`config.mk`:
```
export PLATFORM = sky130hd
export DESIGN_NAME = imm_ext_pipe
export DESIGN_NICKNAME = d
export VERILOG_FILES = /design/src/rtl/imm_ext_pipe.sv
export SDC_FILE = /design/constraint.sdc
export NUM_CORES = 1
export LEC_CHECK = 0
export CORE_ASPECT_RATIO = 1.4
export CORE_MARGIN = 1
export CORE_UTILIZATION = 47
export CTS_CLUSTER_DIAMETER = 100
export DETAILED_ROUTE_END_ITERATION = 12
export PLACE_DENSITY = 0.74
export SETUP_SLACK_MARGIN = 0.5
export SYNTH_ARGS = -nofsm -noshare
export SYNTH_HDL_FRONTEND = slang
export SYNTH_SLANG_ARGS = --single-unit
```
`constraint.sdc`:
```
create_clock -name clk -period 1.45 [get_ports clk]
set_clock_uncertainty 0.1 [all_clocks]
set_input_delay 0.29 -clock clk [delete_from_list [all_inputs] [get_ports clk]]
set_output_delay 0.29 -clock clk [all_outputs]
set_load 0.01 [all_outputs]
```
`src/rtl/imm_ext_pipe.sv`:
```
// Pipelined immediate-extension unit: widens an IN_W-bit immediate to OUT_W bits
// (sign / zero / scaled / upper) and buffers results in a 2-entry FIFO.
module imm_ext_pipe #(
  parameter int IN_W  = 18,
  parameter int OUT_W = 32,
  parameter int SHIFT = 2,
  parameter int TAG_W = 4
) (
  input  logic             clk,
  input  logic             rst_n,
  input  logic             in_valid,
  output logic             in_ready,
  input  logic [IN_W-1:0]  in_imm,
  input  logic [1:0]       in_mode,
  input  logic [TAG_W-1:0] in_tag,
  output logic             out_valid,
  input  logic             out_ready,
  output logic [OUT_W-1:0] out_imm,
  output logic             out_ovf,
  output logic [TAG_W-1:0] out_tag
);

  localparam int ENT_W = OUT_W + 1 + TAG_W;
  localparam int EXT_W = OUT_W + SHIFT;

  // Returns {ovf, extended immediate}.
  function automatic logic [OUT_W:0] extend(input logic [IN_W-1:0] imm,
                                            input logic [1:0] mode);
    logic signed [IN_W-1:0]  imm_s;
    logic signed [EXT_W-1:0] wide_s;
    logic signed [EXT_W-1:0] shifted_s;
    logic signed [OUT_W-1:0] trunc_s;
    logic signed [EXT_W-1:0] back_s;
    logic [OUT_W-1:0]        zext;
    logic [OUT_W-1:0]        res;
    logic                    ovf;
    imm_s     = imm;
    wide_s    = EXT_W'(imm_s);
    shifted_s = wide_s <<< SHIFT;
    trunc_s   = shifted_s[OUT_W-1:0];
    back_s    = EXT_W'(trunc_s);
    zext      = OUT_W'(imm);
    ovf       = 1'b0;
    case (mode)
      2'b00: res = wide_s[OUT_W-1:0];
      2'b01: res = zext;
      2'b10: begin
        res = shifted_s[OUT_W-1:0];
        // Significance lost iff re-extending the truncated result differs from the full shift.
        ovf = (shifted_s != back_s);
      end
      default: res = zext << (OUT_W - IN_W);
    endcase
    return {ovf, res};
  endfunction

  logic [OUT_W-1:0] ext_imm_p0;
  logic             ext_ovf_p0;
  logic             push_p0;
  logic             pop_p0;

  logic [ENT_W-1:0] buf_p1 [2];
  logic [1:0]       cnt_p1;
  logic             wr_ptr_p1;
  logic             rd_ptr_p1;

  assign {ext_ovf_p0, ext_imm_p0} = extend(in_imm, in_mode);

  assign in_ready  = (cnt_p1 != 2'd2);
  assign out_valid = (cnt_p1 != 2'd0);
  assign push_p0   = in_valid && in_ready;
  assign pop_p0    = out_valid && out_ready;

  // Stage p0 -> p1: extended entry written into the circular buffer.
  always_ff @(posedge clk or negedge rst_n) begin
    if (!rst_n) begin
      cnt_p1    <= 2'd0;
      wr_ptr_p1 <= 1'b0;
      rd_ptr_p1 <= 1'b0;
      buf_p1[0] <= '0;
      buf_p1[1] <= '0;
    end else begin
      if (push_p0) begin
        buf_p1[wr_ptr_p1] <= {ext_ovf_p0, ext_imm_p0, in_tag};
        wr_ptr_p1         <= ~wr_ptr_p1;
      end
      if (pop_p0) begin
        rd_ptr_p1 <= ~rd_ptr_p1;
      end
      case ({push_p0, pop_p0})
        2'b10:   cnt_p1 <= cnt_p1 + 2'd1;
        2'b01:   cnt_p1 <= cnt_p1 - 2'd1;
        default: cnt_p1 <= cnt_p1;
      endcase
    end
  end

  assign {out_ovf, out_imm, out_tag} = buf_p1[rd_ptr_p1];

endmodule

```
==> flow_summary.ini, run 1 <==
[status]
outcome = finished with violations
violations = negative hold slack, negative setup slack

[clocking]
clk_path_buf_depth = 2
tritoncts = done
clk_pin_slew_ns = 0.08
cts_root_buffer = clkbuf_8
clk_latency_ns = 0.36
numCtsBuffers = 9
h-tree-depth = 3
cts_sinks = 76

[critical_path]
reg2reg_depth = 8
cp_cell_sequence = buf_12, clkbuf_16, mux2_4, buf_6
critPathMaxFanout = 5
cp_data_required_time_ns = 1.06
endpoint_kind = output port
worstPathArrival_ns = 1.56
cp-start-kind = flip-flop
path_depth = 4
cp_num_buf_inv = 3
max_stage_delay_ns = 0.46
critical_path_class = flip-flop to output port
crit_family = flip-flops
slowest_stage = dfrtp_2

[die]
fp.dieH_um = 107.0
die_x_um = 77.00
fp.dieArea_mm2 = 0.008238
initial_utilization = 0.4935
core_mm2 = 0.007500
rows = 37
io_pins = 67

[global_routing]
grt_antenna_before_repair = 0
grt_pass1_wl_mm = 16.35
grt_max_degree = 29
grt-ovfl-total = 0
grtUsageTotal = 0.2715
grt_pass1_vias = 2968

[timing]
fin_setup_tns_ns = -31.33
finalCritPeriodShare = 1.348
rsz0062_at_grt = yes
setup_viol = 109
max_freq_mhz = 511.7
hold_viol_final = 20
fin_crit_ns = 1.954
maxSlewViolCount = 0
setup_ws_ns = -0.5041
whs_ns = -0.2749

[synthesis]
synth_top_area_cell = dfrtp_1
synth_commonest_cells = 77 x mux2_2, 76 x dfrtp_1, 29 x mux2_1, 12 x a21o_1, 12 x a22o_1
ys_types = 27
syn_avg_cell_area_um2 = 13.86
ys_async_sr_fraction = 1.000
synth_edf_count = 0
synthTopCellsByArea = dfrtp_1 51%, mux2_2 23%, mux2_1 8.8%, a22o_1 2.8%, a21o_1 2.4%
syn_area_mm2 = 0.003701
synth.top_cell.area_share = 0.5139
ys_warn_count = 0
yosysSeqAreaShare = 0.5139
synth-seq-cells = 76
synth.most_common_cell = mux2_2
ys.flop_type = dfrtp_1
synth.net_count = 296
synthCells = 267

[finish]
seqCellArea_mm2 = 0.001903
fin_cells = 486
utilization = 0.7946
multi_input_area_mm2 = 0.002168
fill_cells = 392
fin_nets = 413
area_growth_pct = 61.02
n_antenna_cell = 0
layout-drive-gt1-share = 0.6324

[detailed_routing]
drtPass1Iterations = 5
drtIter0Drc = 172
vias_per_cell = 5.658
totalWireLength_mm = 11.10
vias = 2750
postRouteAntennaNets = 0
detail_route.wl_per_cell_um = 22.84
post-route-drc-count = 0

[power_and_ir_drop]
powerDensity_mw_per_mm2 = 2372
vdd_ir_drop_max_mv = 1.465
p_leak_nw = 2.918
finalPower_mw = 14.13

[placed_design]
numPortBuffers = 65
post-dp-hpwl_mm = 5.684
gp_congestion = 0.8046
dpl.cell_count = 441

[worst_hold_path]
hp-class = input port to asynchronous set/reset pin

[job]
drv_cap = 0
sequential cells by signal, indices dropped and copies added (netlist names):
signal / count
buf_p1: 72
cnt_p1: 2
wr_ptr_p1: 1
rd_ptr_p1: 1
metrics by stage:
stage / hold slack (ns) / cell area, µm² / setup WS [ns]
final: -0.2749 / 5959 / -0.5041
after global routing: -0.2604 / 5959 / -0.5283
after CTS: -0.2709 / 5858 / -0.4971
after detailed placement: 0.1116 / 4893 / -0.5433
after global placement: 0.1045 / 4893 / -0.5152
after floorplan: -0.1056 / 3976 / -0.1490
per-layer routing:
layer  GRT usage  vias up  part of all wire
li1            -     1197                 -
met1      0.3287     1428              0.40
met2      0.4592       89              0.52
met3     0.04170       36             0.041
met4      0.1563        0             0.047
met5           0        -                 0
power by group:
group	switching, mW	internal, mW
Sequential	0.625	3.13
Clock	0.803	0.877
Combinational	3.01	5.68
cells in the final DEF (no fill, tap or decap), types with 3 or more instances in the layout:
master	instances
clkinv_2	4
a22o_1	12
buf_4	19
mux2_2	9
xnor2_2	3
dfrtp_1	75
dlygate4sd2_1	4
o31ai_2	3
buf_16	7
clkdlybuf4s50_1	21
buf_12	14
clkbuf_8	11
buf_6	56
nor2b_1	3
mux2i_1	5
mux2_4	97
o21ai_2	4
a21o_1	12
inv_1	5
cell families (layout without fill, tap and decap cells):
family / count (synthesis) / after routing / synth area share
simple gates: 13 / 13 / 0.02197
flops: 76 / 76 / 0.5139
mux: 114 / 114 / 0.3442
other cells: 1 / 1 / 0.001013
fa+ha+maj: 1 / 1 / 0.003380
buf+inv: 24 / 146 / 0.03549
xor+xnor: 5 / 5 / 0.01183
compound gates: 33 / 33 / 0.06829
worst paths after layout:
kind / slack [ns] / startpoint / endpoint
min: -0.27 / rst_n / buf_p1[69]
max reg2reg: -0.29 / cnt_p1[0] / buf_p1[19]
max in group asynchronous: 1.06 / rst_n / buf_p1[15]
max: -0.50 / rd_ptr_p1 / out_imm[14]
min in group clk: 0.41 / buf_p1[37] / buf_p1[37]
min reg2reg: 0.41 / buf_p1[37] / buf_p1[37]
area by class of cell:
cell class / instances / share of cell area
multi-input combinational: 167 / 0.3638
clock inverter: 5 / 0.008398
sequential: 76 / 0.3193
clock buffer: 11 / 0.02540
timing repair buffer: 124 / 0.2589
inverter: 6 / 0.003779
tap: 97 / 0.02037
repair_timing:
action / CTS / global route
gates resized for setup: 287 / 17
hold endpoints to repair: 20 / 20
cloned: 7 / 1
buffers inserted: 20 / 1
pin swaps: 6 / 4
endpoints found under the setup margin: 114 / 114
worst reg2reg max path: stages, from the launching register on:
cell     delay (ns)
dfrtp_1        0.42
buf_6          0.13
nor2b_4        0.12
inv_2          0.05
and3_4         0.18
buf_6          0.14
buf_16         0.14
buf_8          0.13
mux2i_1        0.23
Power figures use the tool's default switching activity.
==> run 2, diff against run 1 <==
--- a/config.mk
+++ b/config.mk
@@ -7,10 +7,10 @@
 export LEC_CHECK = 0
 export CORE_ASPECT_RATIO = 1.4
 export CORE_MARGIN = 1
-export CORE_UTILIZATION = 47
+export CORE_UTILIZATION = 25
 export CTS_CLUSTER_DIAMETER = 100
 export DETAILED_ROUTE_END_ITERATION = 12
-export PLACE_DENSITY = 0.74
+export PLACE_DENSITY = 0.44
 export SETUP_SLACK_MARGIN = 0.5
 export SYNTH_ARGS = -nofsm -noshare
 export SYNTH_HDL_FRONTEND = slang
==> flow_summary.ini, run 2 (synthesis gave the netlist of run 1 again) <==
[power_and_ir_drop]
power.switching_mw = 4.421
seq_power_share = 0.255
combPwrFrac = 0.606
vdd_ir_drop_max_mv = 0.8718
sw_frac_of_total = 0.3025
p_leak_nw = 2.988
internal_power_mw = 10.19
powerDensity_mw_per_mm2 = 2341
clkPwrFrac = 0.139

[die]
initial_utilization = 0.2562
die_x_um = 104.8
core_mm2 = 0.01444
io_pins = 67
rows = 52
fp.dieH_um = 146.0
fp.dieArea_mm2 = 0.01530

[global_routing]
grt_pass1_wl_mm = 17.58
grt_antenna_before_repair = 0
grt_max_degree = 26
grtUsageTotal = 0.1544
grt_pass1_vias = 2949
grt-ovfl-total = 0

[critical_path]
worstReg2RegEnd = buf_p1[29]
cp-start-kind = flip-flop
worstPathArrival_ns = 1.55
crit_top_cell = buf_6
critical_path_class = flip-flop to output port
reg2reg_depth = 8
max_stage_delay_ns = 0.48
critPathMaxFanout = 5
path_depth = 4
ff2ff_setup_slack_ns = -0.30
crit_family = flip-flops
slowest_stage = dfrtp_2
cp_data_required_time_ns = 1.06
cp_num_buf_inv = 3
cp_cell_sequence = buf_6, clkbuf_16, mux2_4, buf_6
endpoint_kind = output port
r2r_start = cnt_p1[0]
crit_start = rd_ptr_p1
cp-endpoint = out_tag[0]

[job]
drv_cap = 0

[status]
outcome = finished with violations
violations = negative hold slack, negative setup slack

[timing]
fin_crit_ns = 1.937
whs_ns = -0.2706
setup_viol = 109
finalCritPeriodShare = 1.336
hold_viol_final = 30
maxSlewViolCount = 0
max_freq_mhz = 516.3
rsz0062_at_grt = yes
setup_ws_ns = -0.4869
fin_setup_tns_ns = -35.53

[finish]
final_common_cell = mux2_4
fin_nets = 418
regMostFlops = buf_p1
top_regs = buf_p1 x72, cnt_p1 x2
mostFrequentLayoutCells = 101 x mux2_4, 75 x dfrtp_1, 52 x buf_6
layout-drive-gt1-share = 0.6218
area_growth_pct = 68.66
n_antenna_cell = 0
largest_reg_flops = 72

[clocking]
clk_pin_slew_ns = 0.06
cts_sinks = 76
numCtsBuffers = 9
clk_path_buf_depth = 2
clk_latency_ns = 0.33
cts_root_buffer = clkbuf_16
h-tree-depth = 3
tritoncts = done

[detailed_routing]
vias_per_cell = 4.492
postRouteAntennaNets = 0
detail_route.wl_per_cell_um = 19.22
post-route-drc-count = 0
vias = 2619
drtPass1Iterations = 4
drtIter0Drc = 80
totalWireLength_mm = 11.20

[placed_design]
numPortBuffers = 65
gp_congestion = 0.7347
dpl_worst_slack_ns = -0.5688
post-dp-hpwl_mm = 7.033

[worst_hold_path]
hp-class = input port to asynchronous set/reset pin
-- run 2: changes by cell type in the layout (fill, tap and decap cells not counted), moves of 2 or more --
cell | before | now
clkbuf_16 | 1 | 11
clkbuf_8 | 11 | 1
buf_6 | 56 | 52
clkbuf_1 | 0 | 4
mux2_2 | 9 | 5
mux2_4 | 97 | 101
buf_12 | 14 | 17
buf_4 | 19 | 21
buf_8 | 1 | 3
clkinv_2 | 4 | 2
-- run 2: worst min-delay path by stage --
stage | cells past startpoint | end
floorplan | 0 | buf_p1[0]
global placement | 1 | cnt_p1[0]
detailed placement | 1 | cnt_p1[0]
CTS | 1 | cnt_p1[0]
global route | 1 | cnt_p1[0]
finish | 1 | cnt_p1[0]
-- run 2: timing repair --
item | in CTS | in global routing
endpoints found under the hold margin | 29 | 12
pin swaps | 9 | 2
cloned | 7 | 2
buffers inserted | 18 | 3
endpoints found under the setup margin | 114 | 114
gates resized for setup | 312 | 5
-- run 2: area by class of cell --
| type | instances | area [µm²] |
|---|---|---|
| inverters | 6 | 25.02 |
| well taps | 189 | 236.5 |
| fillers | 1345 | 8202 |
| multi-input cells | 167 | 2183 |
| clock inverters | 2 | 10.01 |
| flip-flops and latches | 76 | 1903 |
| repair buffers | 129 | 1630 |
| clock buffers | 14 | 254.0 |
-- run 2: metal layers --
metal  GRT usage  vias to the layer above  wire length [µm]
met4     0.05423                        0               172
met3     0.02956                        9               349
li1            -                     1206                 -
met5           0                        -                 0
met2      0.2606                       58              5750
met1      0.1964                     1346              4930
-- run 2: power groups by stage --
stage	clock, mW	combinational [mW]	sequential (mW)
2_1_floorplan	0	3.83	3.54
3_3_place_gp	0	6.10	3.64
3_5_place_dp	0	6.13	3.70
4_1_cts	2.08	8.67	3.73
5_1_grt	2.19	9.33	3.85
6_report	2.03	8.86	3.72
-- run 2: stage by stage --
stage                       util  area [µm²]  std cells  total power, mW
after floorplan                -        3976        267            7.368
after global placement    0.3475        5019        537            9.733
after detailed placement  0.3475        5019        537            9.827
after CTS                 0.4250        6138        578            14.47
after global routing      0.4322        6242        583            15.37
final                     0.4322        6242        583            14.62
==> run 3, diff against run 2 <==
--- a/config.mk
+++ b/config.mk
@@ -7,10 +7,12 @@
 export LEC_CHECK = 0
 export CORE_ASPECT_RATIO = 1.4
 export CORE_MARGIN = 1
-export CORE_UTILIZATION = 25
+export CORE_UTILIZATION = 32
+export CTS_BUF_LIST = sky130_fd_sc_hd__clkbuf_16
 export CTS_CLUSTER_DIAMETER = 100
+export CTS_CLUSTER_SIZE = 12
 export DETAILED_ROUTE_END_ITERATION = 12
-export PLACE_DENSITY = 0.44
+export PLACE_DENSITY = 0.53
 export SETUP_SLACK_MARGIN = 0.5
 export SYNTH_ARGS = -nofsm -noshare
 export SYNTH_HDL_FRONTEND = slang
==> flow_summary.ini, run 3 (synthesis gave the netlist of run 1 again) <==
[status]
outcome = finished with violations
violations = negative hold slack, negative setup slack

[timing]
max_freq_mhz = 485.1
whs_ns = -0.2572
fin_crit_ns = 2.061
fin_setup_tns_ns = -33.31
slew_headroom = 0.6654
finalCritPeriodShare = 1.422
maxSlewViolCount = 0
setup_ws_ns = -0.6113
hold_viol_final = 17
worstMarginPinSlew_ns = 0.5019
rsz0062_at_grt = yes
setup_viol = 114

[die]
initial_utilization = 0.3281
core_mm2 = 0.01128
io_pins = 67
fp.dieArea_mm2 = 0.01201
fp.dieH_um = 129.2
rows = 46
die_x_um = 92.89

[finish]
layout-drive-gt1-share = 0.6241
final_common_cell = mux2_4
top_regs = buf_p1 x72, cnt_p1 x2
mostFrequentLayoutCells = 104 x mux2_4, 75 x dfrtp_1, 58 x buf_6
regMostFlops = buf_p1
fin_cells = 543
n_antenna_cell = 0
fin_nets = 426
area_growth_pct = 70.39
largest_reg_flops = 72

[global_routing]
grt_max_degree = 32
grt_pass1_vias = 2848
grtUsageTotal = 0.1860
grt-ovfl-total = 0
grt_antenna_before_repair = 0
grt_pass1_wl_mm = 16.44

[clocking]
clk_latency_ns = 0.33
h-tree-depth = 3
cts_sinks = 76
clk_pin_slew_ns = 0.06
numCtsBuffers = 9
cts_root_buffer = clkbuf_16
tritoncts = done
clk_path_buf_depth = 2

[detailed_routing]
vias_per_cell = 4.939
drtPass1Iterations = 4
wl_met2_mm = 5.363
post-route-drc-count = 0
wl_met1_mm = 4.815
drtIter0Drc = 76
detail_route.wl_per_cell_um = 19.80
vias = 2682
highest_layer = met4
postRouteAntennaNets = 0
totalWireLength_mm = 10.75
met3_wirelength_um = 380

[critical_path]
worstReg2RegEnd = buf_p1[29]
crit_start = rd_ptr_p1
endpoint_kind = output port
critPathMaxFanout = 5
worstPathArrival_ns = 1.67
cp-start-kind = flip-flop
ff2ff_setup_slack_ns = -0.29
cp_data_required_time_ns = 1.06
critical_path_class = flip-flop to output port
reg2reg_depth = 7
r2r_start = cnt_p1[0]

[power_and_ir_drop]
seq_power_share = 0.252
vdd_ir_drop_max_mv = 1.132
power.switching_mw = 4.452
finalPower_mw = 14.87
clkPwrFrac = 0.128
p_leak_nw = 3.070
internal_power_mw = 10.42
sw_frac_of_total = 0.2994
combPwrFrac = 0.620
powerDensity_mw_per_mm2 = 2358

[placed_design]
dpl_worst_slack_ns = -0.5682
gp_congestion = 0.7222
dpl.cell_count = 490
numPortBuffers = 65
post-dp-hpwl_mm = 6.330

[job]
drv_cap = 0

[worst_hold_path]
hp-class = input port to asynchronous set/reset pin
-- run 3: stage by stage --
step | cell area [µm²] | util
floorplan | 3976 | -
global placement | 4960 | 0.4397
detailed placement | 4960 | 0.4397
CTS | 6085 | 0.5394
global route | 6306 | 0.5590
finish | 6306 | 0.5590
-- run 3: routing by layer --
metal,vias up,track usage
li1,1223,-
met5,-,0
met2,59,0.3054
met3,14,0.04108
met1,1386,0.2406
met4,0,0.06787
-- run 3: power by group through the flow --
stage          Sequential, mW  Combinational [mW]  Clock, mW
3_5_place_dp             3.71                6.03          0
4_1_cts                  3.72                8.64       1.94
6_report                 3.74                9.22       1.91
5_1_grt                  3.87                9.69       2.03
3_3_place_gp             3.66                5.99          0
2_1_floorplan            3.54                3.83          0
-- run 3: worst max-delay path by stage --
| stage | to | depth (start not counted) |
|---|---|---|
| final | out_imm[13] | 5 |
| after CTS | out_imm[13] | 5 |
| after detailed placement | buf_p1[21] | 5 |
| after global placement | buf_p1[21] | 5 |
| after global routing | out_imm[13] | 5 |
| after floorplan | buf_p1[10] | 6 |
-- run 3: critical path, stage by stage, from the launching register on --
cell,delay [ns]
dfrtp_2,0.49
buf_6,0.17
buf_12,0.12
buf_16,0.13
mux2_4,0.30
buf_6,0.12
-- run 3: final cells by class --
type                       count  area, µm²
multi-input combinational    167       2193
clock buffer                   9      225.2
fill                         948       4975
sequential                    76       1903
tap                          144      180.2
inverter                       6      22.52
clock inverter                 4      15.01
timing repair buffer         137       1767
-- run 3: repair_timing --
action                                  4_1_cts  5_1_grt
pin swaps                                     6        5
resized for setup                           288       34
cloned                                       11        1
buffers inserted                             22        6
endpoints found under the setup margin      114      114
hold endpoints to repair                     17       17
==> edit 1, RTL diff (settings of run 3) <==
Reset style: synchronous (`rst_n`), changed in one clocked block.
--- a/src/rtl/imm_ext_pipe.sv
+++ b/src/rtl/imm_ext_pipe.sv
@@ -72,7 +72,7 @@
   assign pop_p0    = out_valid && out_ready;
 
   // Stage p0 -> p1: extended entry written into the circular buffer.
-  always_ff @(posedge clk or negedge rst_n) begin
+  always_ff @(posedge clk) begin
     if (!rst_n) begin
       cnt_p1    <= 2'd0;
       wr_ptr_p1 <= 1'b0;
Formal check against the unedited RTL: differs if rst_n is asserted again (counterexample within 4 cycles, from zero or initial values and one cycle with rst_n low); with rst_n held inactive, the same outputs for 10 cycles.
==> edit 1 against run 3 <==
The flow finishes with violations (setup timing); synthesized area fell by 2.1%; worst setup slack improved by 0.22 ns; final cell count grew 11%; synthesized cell count rose by 6.0%; first-iteration DRC count up 58%; sequential cell count up 1; final area rose by 14%; wire length increased by 5.5%; power shrank 33%; critical path type unchanged; largest cell class is now buffers.
==> edit 1: results (changes against run 3) <==
Critical Path Fanout Max: 7 (+2)
Clk Latency, worst-skew pair: 0.33 ns (about the same)
Hold slack: 0.436 ns (+0.693 ns)
Initial DRC Count: 120 (+58%)
Grt met2 use: 0.371 (+0.0656)
Status: finished, violations left
Area contributors post-synth: edfxtp_1 (60%), mux2_2 (13%), nor2_1 (7.2%), a21oi_1 (3.3%), dfxtp_1 (2.8%)
Adder-cell share of the synthesized area: 0.00345 (+0.0000736)
Failing checks: setup timing
M1 GR Usage: 0.216 (-0.0244)
Final setup viols: 184 (+61%)
Worst Path Arrival: 1.45 ns (-0.22 ns)
Vias in the first global route: 2,963 (+4.0%)
Register area share after synthesis: 0.625 (+0.111)
Reg2Reg Depth: 8 (+1)
Mux cell area share after synthesis: 0.141 (-0.203)
Worst reg2reg path startpoint: cnt_p1[0]
Final nets: 485 (+14%)
R2r setup slk: -0.20 ns (+0.09 ns)
Combinational power share: 0.481 (-0.139)
Post-Route M1 WL: 4240 um (-12%)
Clk. pwr: 2.19 mW (+15%)
Leakage: 2.80 nW (-8.8%)
Post-Synth XOR/XNOR Area: 0.00725 (-0.00458)
FILL cells: 774 (-18%)
Met3 Use GR: 0.0338 (-0.00727)
Compound-Gate Fraction of Synth Area: 0.0449 (-0.0234)
First-pass GRT wire length: 16,700 um (+1.6%)
Final GP Congestion: 0.764 (+5.7%)
Worst Setup Slack, final: -0.391 ns (+0.220 ns)
Yosys cell types: 28 (+3.7%)
Synth top cells by count: edfxtp_1 (72), nor2_1 (69), mux2_2 (41)
Wirelength per Cell: 18.8 um (-4.8%)
Post-synth ARST share: 0 (-1.00)
Syn_nets: 312 (+5.4%)
Vias per cell: 4.76 (-3.6%)
GRT Overall Usage: 0.198 (+0.0117)
Largest net degree at the start of global routing: 14 (-56%)
Post-synth EDFFs: 72 (+72)
Met3 WL post-DR: 404 um (+6.3%)
Layout cells sized above 1: 0.703 (+0.0788)
Critical Path Sink: out_imm[21]
Post-detail-place hpwl: 6130 um (-3.1%)
FF-to-FF End: buf_p1[1][31]
==> edit 1: cell types whose count changed after synthesis, moves of 12 or more <==
cell             run 3  this run
dfrtp_1             76         0
edfxtp_1             0        72
nor2_1               2        69
mux2_2              77        41
mux2_1              29         0
a21oi_1              0        24
a21o_1              12         0
a22o_1              12         0
nor2b_1              4        16
==> edit 1: per-stage QoR <==
step,setup TNS (ns),std cells,worst slack (ns),power (mW),area (um^2)
finish,-31.29,602,-0.391,9.98,7180
global route,-39.26,602,-0.426,10.3,7180
CTS,-24.73,591,-0.470,9.54,6730
detailed placement,-62.54,515,-0.524,5.99,5070
global placement,-60.41,515,-0.502,5.96,5070
floorplan,-5.24,283,-0.103,4.66,3940
==> edit 1: cell type report <==
| cell class | count | area [um^2] | area share |
|---|---|---|---|
| clock buffers | 9 | 225 | 0.0314 |
| repair buffers | 181 | 2370 | 0.330 |
| inverters | 5 | 18.8 | 0.00261 |
| multi-input cells | 182 | 2050 | 0.286 |
| well taps | 141 | 176 | 0.0246 |
| flip-flops and latches | 77 | 2270 | 0.316 |
| clock inverters | 7 | 66.3 | 0.00924 |
==> edit 1: logic make-up after synthesis <==
logic type,count (synthesis)
simple gates,101
flops,77
mux,46
compound gates,30
buf+inv,24
xor+xnor,3
fa+ha+maj,1
other cells,1
==> edit 1: worst max-delay path: stages, from the launching register on <==
cell and delay (ns):
dfxtp_4 0.43, buf_12 0.15, buf_12 0.11, mux2_4 0.30, buf_6 0.12
==> edit 1: timing repair <==
item | 4_1_cts | 5_1_grt
gates cloned | 18 | 0
endpoints found under the setup margin | 187 | 187
resized for setup | 331 | 83
buffers inserted | 42 | 11
hold buffers | 0 | 0
pin swaps | 60 | 12
==> edit 2, RTL diff (config.mk and constraints of run 3) <==
Made on the original files. `OUT_W`: 32 -> 36.
--- a/src/rtl/imm_ext_pipe.sv
+++ b/src/rtl/imm_ext_pipe.sv
@@ -2,7 +2,7 @@
 // (sign / zero / scaled / upper) and buffers results in a 2-entry FIFO.
 module imm_ext_pipe #(
   parameter int IN_W  = 18,
-  parameter int OUT_W = 32,
+  parameter int OUT_W = 36,
   parameter int SHIFT = 2,
   parameter int TAG_W = 4
 ) (
Interface: changed (resized out_imm); port bits go from 67 to 71. The function was not compared with the original's and may differ.
==> edit 2 against run 3 <==
The run ends with DRC, hold timing, setup timing left; critical path type unchanged; worst setup slack better by 0.13 ns; die area up 13%; final area up 7.1%; wire length up 3.9%; largest power group unchanged; combinational power up 5.2%; sequential cell count up 8; synthesized area up 13%; power up 8.2%; sequential power up 10%.
==> edit 2: results (changes against run 3) <==
Status: finished, violations left
Failing checks: DRC, hold timing, setup timing
Hold slack: -0.228 ns (+0.0292 ns)
Final hold vios: 20 (+3)
Final nets: 451 (+5.9%)
Critical Path Fanout Max: 9 (+4)
Final setup viols: 123 (+7.9%)
Post-detail-place hpwl: 6870 um (+8.5%)
Cell Int Power: 11.4 mW (+9.0%)
Post-placement cell count: 527 (+7.6%)
Synth top cells by count: dfrtp_1 (84), mux2_2 (81), mux2_4 (39)
Critical Path Sink: out_imm[6]
Leakage: 3.31 nW (+7.7%)
Post-route DRC: 2 (+2)
Layout cells sized above 1: 0.646 (+0.0223)
Met2 wire length: 5750 um (+7.1%)
Clk. pwr: 2.27 mW (+19%)
Final GP Congestion: 0.767 (+6.2%)
Leading registers by flop count: buf_p1 (80), cnt_p1 (2)
Logic power comb: 9.70 mW (+5.2%)
Area contributors post-synth: dfrtp_1 (50%), mux2_2 (22%), mux2_4 (14%), a22o_1 (3.1%), a21o_1 (2.9%)
Post-Route M1 WL: 4970 um (+3.2%)
M1 GR Usage: 0.236 (-0.00434)
Worst Setup Slack, final: -0.479 ns (+0.132 ns)
Syn Inst Count: 285 (+6.7%)
Initial DRC Count: 57 (-25%)
edit 2: cell count changes after synthesis, moves of 2 or more:
cell and change:
buf_2 -2, a22o_1 +3, mux2_4 +39, mux2i_1 -7, mux2_2 +4, o31ai_1 -3, o21ai_0 -3, mux2_1 -29
a21o_1 +4, buf_6 +2, inv_1 -4, dfrtp_1 +8
edit 2: cells by family (layout without fill, tap and decap cells):
group / Yosys count / count (layout) / synth area share
multiplexers: 121 / 121 / 0.360
flip-flops: 84 / 84 / 0.502
AO/OA/AOI/OAI: 35 / 35 / 0.0666
buffers and inverters: 25 / 167 / 0.0364
AND/OR/NAND/NOR: 13 / 13 / 0.0206
XOR/XNOR: 5 / 5 / 0.0105
adder cells (fa/ha/maj): 1 / 1 / 0.00299
other: 1 / 1 / 0.000895
edit 2: cell type report:
class,count,area [um^2]
fillers,1084,6060
multi-input cells,176,2320
flip-flops and latches,84,2100
repair buffers,148,1830
clock buffers,9,225
well taps,153,191
clock inverters,7,67.6
inverters,3,12.5
